[config.mk]
export PLATFORM = sky130hd
export DESIGN_NAME = profile_ci
export DESIGN_NICKNAME = d
export VERILOG_FILES = /design/src/rtl/profile_ci.sv
export SDC_FILE = /design/constraint.sdc
export NUM_CORES = 1
export LEC_CHECK = 0
export ABC_CLOCK_PERIOD_IN_PS = 2600
export CAP_MARGIN = 20
export CORE_ASPECT_RATIO = 1.2
export CORE_MARGIN = 2
export CORE_UTILIZATION = 50
export CTS_CLUSTER_DIAMETER = 120
export DETAILED_ROUTE_END_ITERATION = 10
export GPL_TIMING_DRIVEN = 0
export PLACE_DENSITY_LB_ADDON = 0.15
export SLEW_MARGIN = 5
export SYNTH_ARGS = -nofsm -noshare
export SYNTH_HDL_FRONTEND = slang
export SYNTH_SLANG_ARGS = --single-unit
[constraint.sdc]
create_clock -name clock -period 2.6 [get_ports clock]
set_input_delay 0.39 -clock clock [delete_from_list [all_inputs] [get_ports clock]]
set_output_delay 0.39 -clock clock [all_outputs]
set_load 0.1 [all_outputs]
[src/rtl/profile_ci.sv]
// Custom-instruction profiling unit: four 32-bit event counters (cycles, stall,
// bus-idle, executing) that are controlled and read back through one CI.
module profile_ci #(
  parameter logic [7:0] customId = 8'h00
) (
  input  logic        clock,
  input  logic        reset,
  input  logic        start,
  input  logic        stall,
  input  logic        busIdle,
  input  logic [31:0] valueA,
  input  logic [31:0] valueB,
  input  logic [7:0]  ciN,
  output logic        done,
  output logic [31:0] result
);

  logic [3:0]  r_en;
  logic [31:0] r_cnt0;
  logic [31:0] r_cnt1;
  logic [31:0] r_cnt2;
  logic [31:0] r_cnt3;

  logic        w_sel;
  logic [3:0]  w_event;
  logic [3:0]  w_inc;
  logic [3:0]  w_clr;
  logic [3:0]  w_en_next;
  logic        w_unused;

  // Clear beats increment; otherwise count by one, wrapping modulo 2^32.
  function automatic logic [31:0] f_cnt_next(input logic [31:0] cnt,
                                             input logic        clr,
                                             input logic        inc);
    logic [31:0] nxt;
    if (clr) begin
      nxt = 32'd0;
    end else if (inc) begin
      nxt = cnt + 32'd1;
    end else begin
      nxt = cnt;
    end
    return nxt;
  endfunction

  assign w_sel    = start && (ciN == customId);
  assign w_event  = {~stall, busIdle, stall, 1'b1};
  // Gating with the enable keeps X on an unused event input away from the counter.
  assign w_inc    = r_en & w_event;
  assign w_clr    = w_sel ? valueB[11:8] : 4'b0000;
  assign w_unused = ^{valueA[31:2], valueB[31:12]};

  always_comb begin
    w_en_next = r_en;
    if (w_sel) begin
      w_en_next = (r_en | valueB[3:0]) & ~valueB[7:4];
    end else begin
      w_en_next = r_en;
    end
  end

  always_comb begin
    done   = w_sel;
    result = 32'd0;
    if (w_sel) begin
      case (valueA[1:0])
        2'd0:    result = r_cnt0;
        2'd1:    result = r_cnt1;
        2'd2:    result = r_cnt2;
        2'd3:    result = r_cnt3;
        default: result = 32'd0;
      endcase
    end else begin
      result = 32'd0;
    end
  end

  always_ff @(posedge clock) begin
    if (reset) begin
      r_en   <= 4'b0000;
      r_cnt0 <= 32'd0;
      r_cnt1 <= 32'd0;
      r_cnt2 <= 32'd0;
      r_cnt3 <= 32'd0;
    end else begin
      r_en   <= w_en_next;
      r_cnt0 <= f_cnt_next(r_cnt0, w_clr[0], w_inc[0]);
      r_cnt1 <= f_cnt_next(r_cnt1, w_clr[1], w_inc[1]);
      r_cnt2 <= f_cnt_next(r_cnt2, w_clr[2], w_inc[2]);
      r_cnt3 <= f_cnt_next(r_cnt3, w_clr[3], w_inc[3]);
    end
  end

endmodule

### After elaboration in Yosys (flattened, before gate mapping)

Index checks and enable logic that the tools add are counted.

| operators by class | value |
|---|---|
| $add $sub $neg | 4 |
| eq/ne operators | 3 |
| multiplexer cells | 3 |
| bitwise logic cells | 5 |
| reductions and logical operators | 7 |

Operator list:

| cell | count |
|---|---|
| 32-bit by 1-bit adder with 32-bit output, second input constant | 4 |
| 32-bit case mux with 4 select lines | 1 |
| 32-bit 2-to-1 mux | 1 |
| 4-bit bitwise AND | 2 |
| 8-bit zero test | 1 |
| 2-bit OR reduction | 4 |
| 2-bit == test, second input constant | 2 |
| 4-bit 2-to-1 mux | 1 |
| 4-bit inverter | 1 |
| 4-bit OR | 1 |
| 2-bit by 1-bit == test with 1-bit output, second input constant | 1 |
| 2-bit zero test | 1 |
| 1-bit logical AND | 1 |
| 1-bit inverter | 1 |

| word-level totals | value |
|---|---|
| register bits after elaboration | 132 |

### Depth between registers and ports, before layout

| logic depth | value |
|---|---|
| word-level depth | 4 |
| mapped depth | 7 |
| mapped depth without buffers | 5 |

### Least setup slack after synthesis

No wires, ideal clock.

| path | value |
|---|---|
| path kind | input-to-output |
| start point | input port ciN[2] |
| end point | output port result[22] |
| arrival time | 3034 ps |
| required time | 2210 ps |
| path slack | -824 ps |
| stages on the path | 5 |
| path buffers | 2 |
| cell sequence | nor4_1 and3_1 clkbuf_1 clkbuf_1 and2_1 |

| on the way | value |
|---|---|
| longest elaborated chain between the ends | 3 |

RTL lines:

| item | line | text |
|---|---|---|
| from (decl) | 13 | `input logic [7:0] ciN,` |
| 8-bit zero test | 46 | `assign w_sel = start && (ciN == customId);` |
| 1-bit logical AND | 46 |  |
| via done | 14 | `output logic done,` |
| 32-bit 2-to-1 mux | 65 | `if (w_sel) begin` |
| to (decl) | 15 | `output logic [31:0] result` |

The timed path passes the listed nets, and every way through them passes these cells.

### Worst setup path in the final report

| path | value |
|---|---|
| start point | input port ciN[2] |
| end point | output port result[1] |

| on the way | value |
|---|---|
| longest elaborated chain between the ends | 3 |

RTL lines:

| item | line |
|---|---|
| 8-bit zero test | 46 |
| 1-bit logical AND | 46 |
| 32-bit 2-to-1 mux | 65 |

No other way between the ends.

==> impl_metrics.env <==
export IMPL_syn_avg_cell_area_um2=8.87
export IMPL_vias_per_cell=6.41
export IMPL_worstPathArrival_ps=2130
export IMPL_synthSimpleGateAreaFrac=0.291
export IMPL_initial_core_util=0.508
export IMPL_fin_worst_skew_ps=7.23
export IMPL_row_count=48
export IMPL_ios=110
export IMPL_leakage_uw=0.00278
export IMPL_path_clk_slew_ps=60
export IMPL_hold_class="primary input to flip-flop"
export IMPL_h_tree_depth=4
export IMPL_r2r_cells=6
export IMPL_drv_cap=0
export IMPL_r2r_end="r_cnt0[24]"
export IMPL_synth_seq_area_share=0.366
export IMPL_peakVddDrop_mv=0.414
export IMPL_grt_pass1_wl_um=33100
export IMPL_grtUsageTotal=0.279
export IMPL_holdBufCountCts=0
export IMPL_wirelength_um=21200
export IMPL_ys_flop_type="dfxtp_1"
export IMPL_drc_errors=0
export IMPL_postSynthRegisterBits=132
export IMPL_cts_sinks=132
export IMPL_synth_mux_area_frac=0.107
export IMPL_worst_slew_pin_slew_ps=777
export IMPL_worstSetupPathType="primary input to primary output"
export IMPL_die_x_um=114
export IMPL_synth_compound_area_share=0.142
export IMPL_synth_edf_count=0
export IMPL_cellPowerDensity_nw_per_um2=558
export IMPL_grt_overflow_total=0
export IMPL_drive_gt1_frac=0.164
export IMPL_r2r_start="r_cnt0[3]"
export IMPL_synth_top_family_by_area="simple AND/OR/NAND/NOR gates"
export IMPL_holdWs_ps=497
export IMPL_n_antenna_cell=0
export IMPL_cts_root_buf="clkbuf_16"
export IMPL_numCtsBuffers=17
export IMPL_endpoint_kind="primary output"
export IMPL_slew_viol_final=0
export IMPL_routabilityCongestion=0.984
export IMPL_finalSetupViolCount=0
export IMPL_synth_top_cell_area_share=0.366
export IMPL_fin_crit_sh=0.971
export IMPL_ys_warn_count=0
export IMPL_synth_xor_area_frac=0.0509
export IMPL_yosys_area_share_adder=0.00693
export IMPL_first_global_vias=6386
export IMPL_fin_crit_ps=2520
export IMPL_netlist_instances=815
export IMPL_synthTopCellsByArea="dfxtp_1 (37%), mux4_2 (10%), a21oi_1 (5.7%), or4_1 (4.8%), o31ai_1 (4.6%)"
export IMPL_r2r_slack_ps=200
export IMPL_antenna_found_initial=0
export IMPL_cts_buffer_depth=2
export IMPL_finalHoldViolCount=0
export IMPL_final_antenna_net_count=0
export IMPL_final_nets=972
export IMPL_core_um2=14200
export IMPL_whs_path_depth=2
export IMPL_endpoint="result[1]"
export IMPL_ys_async_sr_fraction=0
export IMPL_post_dp_hpwl_um=16100
export IMPL_syn_nets=896
export IMPL_first_iter_violations=693
export IMPL_run_status="complete, no violations"
export IMPL_drt_wirelength_per_cell_um=19.7
export IMPL_startpoint="ciN[2]"
export IMPL_area_growth_syn_to_layout_pct=21.7
export IMPL_detailedRoute_firstPassIterationCount=6
export IMPL_dieArea_um2=15400
export IMPL_max_slew_margin_rel=0.474
export IMPL_clkLatencyLatePin_ps=430
export IMPL_grt_max_degree=17
export IMPL_critical_path_required_ps=2210
export IMPL_yosys_cell_count_top_type="dfxtp_1"
export IMPL_vias=6905
export IMPL_path_max_fanout=10
export IMPL_ys_types=46
export IMPL_die_y_um=136
export IMPL_max_freq_mhz=396
export IMPL_tritoncts="yes"
export IMPL_synth_top_cell_by_area="dfxtp_1"
export IMPL_mappedNetlistArea_um2=7230
export IMPL_finalPower_uw=4900
export IMPL_port_buffers=56
export IMPL_startpoint_type="primary input"
export IMPL_ys_top_cells_by_count="dfxtp_1 (132), a21oi_1 (83), nand2_1 (51), nor2_1 (49), or4_1 (46)"
export IMPL_rsz0062_at_grt="no"
-- critical path, stage by stage --
cell and delay (ps):
clkdlybuf4s50_1 440, nor4_4 330, and3_4 330, clkbuf_4 240
and2_2 170, buf_6 220
-- metal layers --
layer  track usage  part of all wire  routed length, um  up-vias
li1              -                 -                  -     3278
met2         0.475              0.50              10600      276
met1         0.354              0.42               8910     3315
met3        0.0497             0.059               1260       36
met5             0                 0                  0        -
met4         0.103             0.024                508        0
-- stage by stage --
step	instances	setup slack, ps	util	setup TNS, ps	area, um2
5_1_grt	1078	0.282	0.618	0	8790
4_1_cts	1077	-6.42	0.612	-6.42	8710
3_5_place_dp	1046	-1540	0.565	-74150	8050
2_1_floorplan	815	-88.2	-	-794	7270
3_3_place_gp	1046	-1390	0.565	-59990	8050
6_report	1078	75.2	0.618	0	8790
-- cell type report --
cell class / count / area (um2)
well taps: 175 / 219
multi-input cells: 615 / 4380
repair buffers: 58 / 613
clock inverters: 11 / 205
flip-flops and latches: 132 / 2640
clock buffers: 20 / 457
fillers: 1234 / 5440
inverters: 15 / 56.3
plain buffers: 52 / 220
-- repair_timing --
action,in CTS,in global routing
endpoints found under the hold margin,0,0
resized for setup,223,24
setup endpoints to repair,43,41
pin swaps,1,1
buffers inserted,1,1
-- worst min-delay path by stage --
| stage | from | endpoint | slack, ps |
|---|---|---|---|
| after floorplan | r_cnt1[31] | r_cnt1[31] | 440 |
| after global placement | r_cnt3[29] | r_cnt3[29] | 470 |
| after detailed placement | r_cnt3[31] | r_cnt3[31] | 480 |
| after CTS | r_cnt2[31] | r_cnt2[31] | 490 |
| after global routing | r_cnt2[31] | r_cnt2[31] | 530 |
| final | reset | r_en[1] | 500 |
-- power breakdown --
part | switching [uW] | total [uW] | leakage (uW) | internal, uW
clock | 905 | 2740 | 0.000329 | 1830
combinational | 78.6 | 140 | 0.00139 | 61.7
sequential | 0.166 | 2020 | 0.00106 | 2020
-- sequential cells by signal, indices dropped and copies added (netlist names) --
signal and flops:
r_cnt0 32, r_cnt1 32, r_cnt2 32, r_cnt3 32, r_en 4
-- layout by cell type, fill, tap and decap left out, types with 5 or more instances in the layout --
master           count
clkinv_2             5
or3_1               30
buf_6               33
and2_2              32
clkdlybuf4s50_1     23
and3_1               9
inv_1               15
nor3_1               9
o21ai_0             26
bufinv_16            6
o41ai_1              5
xor2_1              21
nand3_1             43
mux4_2              32
a21oi_1             83
or4_1               46
dfxtp_1            132
nor2_1              49
clkbuf_16           17
xnor2_1             21
clkbuf_1            38
nor4_1              14
nand2_1             51
and4_1              21
buf_2                6
nand4_1             32
o31ai_1             44
-- cell families after synthesis --
| family | Yosys count |
|---|---|
| adder cells (fa/ha/maj) | 4 |
| AO/OA/AOI/OAI | 171 |
| multiplexers | 37 |
| flip-flops | 132 |
| XOR/XNOR | 42 |
| AND/OR/NAND/NOR | 361 |
| buffers and inverters | 68 |
(Power assumes the default switching activity.)
==> patch, RTL diff (same flow settings) <==
`r_en` no longer has a reset.
--- a/src/rtl/profile_ci.sv
+++ b/src/rtl/profile_ci.sv
@@ -77,13 +77,11 @@
 
   always_ff @(posedge clock) begin
     if (reset) begin
-      r_en   <= 4'b0000;
       r_cnt0 <= 32'd0;
       r_cnt1 <= 32'd0;
       r_cnt2 <= 32'd0;
       r_cnt3 <= 32'd0;
     end else begin
-      r_en   <= w_en_next;
       r_cnt0 <= f_cnt_next(r_cnt0, w_clr[0], w_inc[0]);
       r_cnt1 <= f_cnt_next(r_cnt1, w_clr[1], w_inc[1]);
       r_cnt2 <= f_cnt_next(r_cnt2, w_clr[2], w_inc[2]);
@@ -91,5 +89,9 @@
     end
   end
 
+  always_ff @(posedge clock) begin
+    r_en <= w_en_next;
+  end
+
 endmodule
 
Check against the original RTL: not equivalent (Yosys sat finds a counterexample within 4 cycles, from zero or initial values and one cycle with reset high).
==> patch against the original RTL <==
- critical path type unchanged
- clock power decreased by 20%
- die area shrank 4.8%
- routed wire length is 13% lower
- combinational power is 9% higher
- highest routed layer unchanged
- cell area decreased by 3.4%
- sequential cell count unchanged
- worst setup slack gained 0.16 ns
- synthesized cell count fell by 8.5%
- synthesized area down 5.0%
- clock skew about the same
- critical path depth is 3 higher
- power shrank 10%
==> patch: results <==
<?xml version="1.0" encoding="UTF-8"?>
<metrics>
  <group name="run_status">
    <metric name="outcome" unit="">finished clean</metric>
  </group>
  <group name="global_routing">
    <metric name="grt_first_pass_wirelength" unit="µm">30200</metric>
    <metric name="groute.usage.overall" unit="%">26.2</metric>
    <metric name="first_global_vias" unit="">5798</metric>
  </group>
  <group name="min_path">
    <metric name="hold_class" unit="">reg -&gt; reg</metric>
  </group>
  <group name="critical_path">
    <metric name="slack_of_the_worst_reg_to_reg_path" unit="ns">0.44</metric>
    <metric name="critPathMaxStageDelay" unit="ns">0.26</metric>
    <metric name="reg2reg_to" unit="">r_cnt1[27]</metric>
    <metric name="critical_path_arrival" unit="ns">1.98</metric>
    <metric name="critPathMaxFanout" unit="">7</metric>
    <metric name="worstRegToRegCells" unit="">5</metric>
  </group>
  <group name="route">
    <metric name="detail_route.iter0.violations" unit="">355</metric>
    <metric name="detailedRoute.firstPassIterationCount" unit="">5</metric>
    <metric name="wl_per_cell" unit="µm">18.3</metric>
  </group>
  <group name="pwr">
    <metric name="power.ir.vdd_worst" unit="µV">400</metric>
    <metric name="power_leakage" unit="nW">3.00</metric>
  </group>
  <group name="placed_design">
    <metric name="dp_hpwl" unit="µm">13800</metric>
    <metric name="dpl.cell_count" unit="">973</metric>
  </group>
  <group name="logic_synthesis">
    <metric name="yosys.cell_types.count" unit="">32</metric>
    <metric name="synth_enable_flop_cells" unit="">4</metric>
    <metric name="synth-seq-area-share" unit="%">39.1</metric>
    <metric name="synth.cells.most_frequent" unit="">nor2_1 (151), dfxtp_1 (128), xor2_1 (64)</metric>
    <metric name="synth.top_cells.by_area" unit="">dfxtp_1 (37%), mux4_2 (10%), nor2_1 (8.3%)</metric>
    <metric name="syn-instance-count" unit="">746</metric>
  </group>
  <group name="finish">
    <metric name="finish.cell_count_without_fillers" unit="">1007</metric>
    <metric name="nets" unit="">909</metric>
    <metric name="post_route_cells_drive_above_1_share" unit="%">17.8</metric>
  </group>
  <group name="timing">
    <metric name="fin_worst_skew" unit="ns">0.00757</metric>
  </group>
</metrics>
[patch: cell types whose count changed in the layout (fill, tap and decap cells not counted), moves of 21 or more]
| cell | unedited run | this run |
|---|---|---|
| or3_1 | 30 | 0 |
| xor2_1 | 21 | 64 |
| a21oi_1 | 83 | 3 |
| nor2_1 | 49 | 151 |
| buf_6 | 33 | 12 |
| o21ai_0 | 26 | 0 |
| o31ai_1 | 44 | 1 |
| or4_1 | 46 | 2 |
| clkbuf_1 | 38 | 12 |
| and2_2 | 32 | 9 |
| xnor2_1 | 21 | 59 |
[patch: logic make-up after synthesis]
family | synth area share (%)
mux | 10.8
buf+inv | 2.84
simple gates | 30.1
xor+xnor | 15.7
flops | 39.1
compound gates | 0.765
fa+ha+maj | 0.729
[patch: worst min path at each step]
stage	start	end
floorplan	r_cnt2[30]	r_cnt2[30]
global placement	r_cnt2[30]	r_cnt2[30]
detailed placement	r_cnt2[30]	r_cnt2[30]
CTS	r_cnt2[30]	r_cnt2[30]
global route	r_cnt2[30]	r_cnt2[30]
finish	r_cnt3[31]	r_cnt3[31]
[patch: area by class of cell]
| class | instances | area, µm² | share of cell area (%) |
|---|---|---|---|
| Buffer | 33 | 186 | 2.20 |
| Timing Repair Buffer | 63 | 792 | 9.33 |
| Inverter | 12 | 45.0 | 0.531 |
| Tap cell | 168 | 210 | 2.48 |
| Multi-Input combinational cell | 569 | 4030 | 47.5 |
| Sequential cell | 132 | 2680 | 31.6 |
| Clock inverter | 5 | 25.0 | 0.295 |
| Clock buffer | 25 | 515 | 6.07 |
[patch: stage by stage]
step           utilization (%)  cell area, µm²  hold slack (ns)  setup slack, ns
6_report                  63.9            8490            0.524            0.232
3_5_place_dp              57.7            7680            0.511            -1.58
3_3_place_gp              57.6            7660            0.497            -1.80
5_1_grt                   63.9            8490            0.545            0.139
2_1_floorplan                -            6880            0.462          -0.0193
4_1_cts                   63.7            8470            0.524           0.0334
[patch: worst min-delay path, cell delays in order, from the launching register on]
cell	delay, ns
dfxtp_1	0.34
xor2_1	0.08
nor2_1	0.07
[patch: report_power, final]
group          internal [mW]  total (mW)  leakage, nW  switching, mW
registers               2.04        2.05         1.07         0.0103
clock network           1.35        2.20        0.275          0.853
logic                 0.0722       0.152         1.66         0.0796
[patch: metal layers]
metal	share of wire [%]	up-vias	track usage (%)
li1	-	2781	-
met1	42	2814	34.4
met2	49	158	42.9
met3	6.3	27	5.20
met4	2.2	0	10.1
met5	0	-	0
[patch: repair_timing]
action	CTS	global route
buffers inserted	2	0
pin swaps	4	2
endpoints found under the setup margin	33	25
resized for setup	281	7
cloned	1	0
hold endpoints to repair	0	0
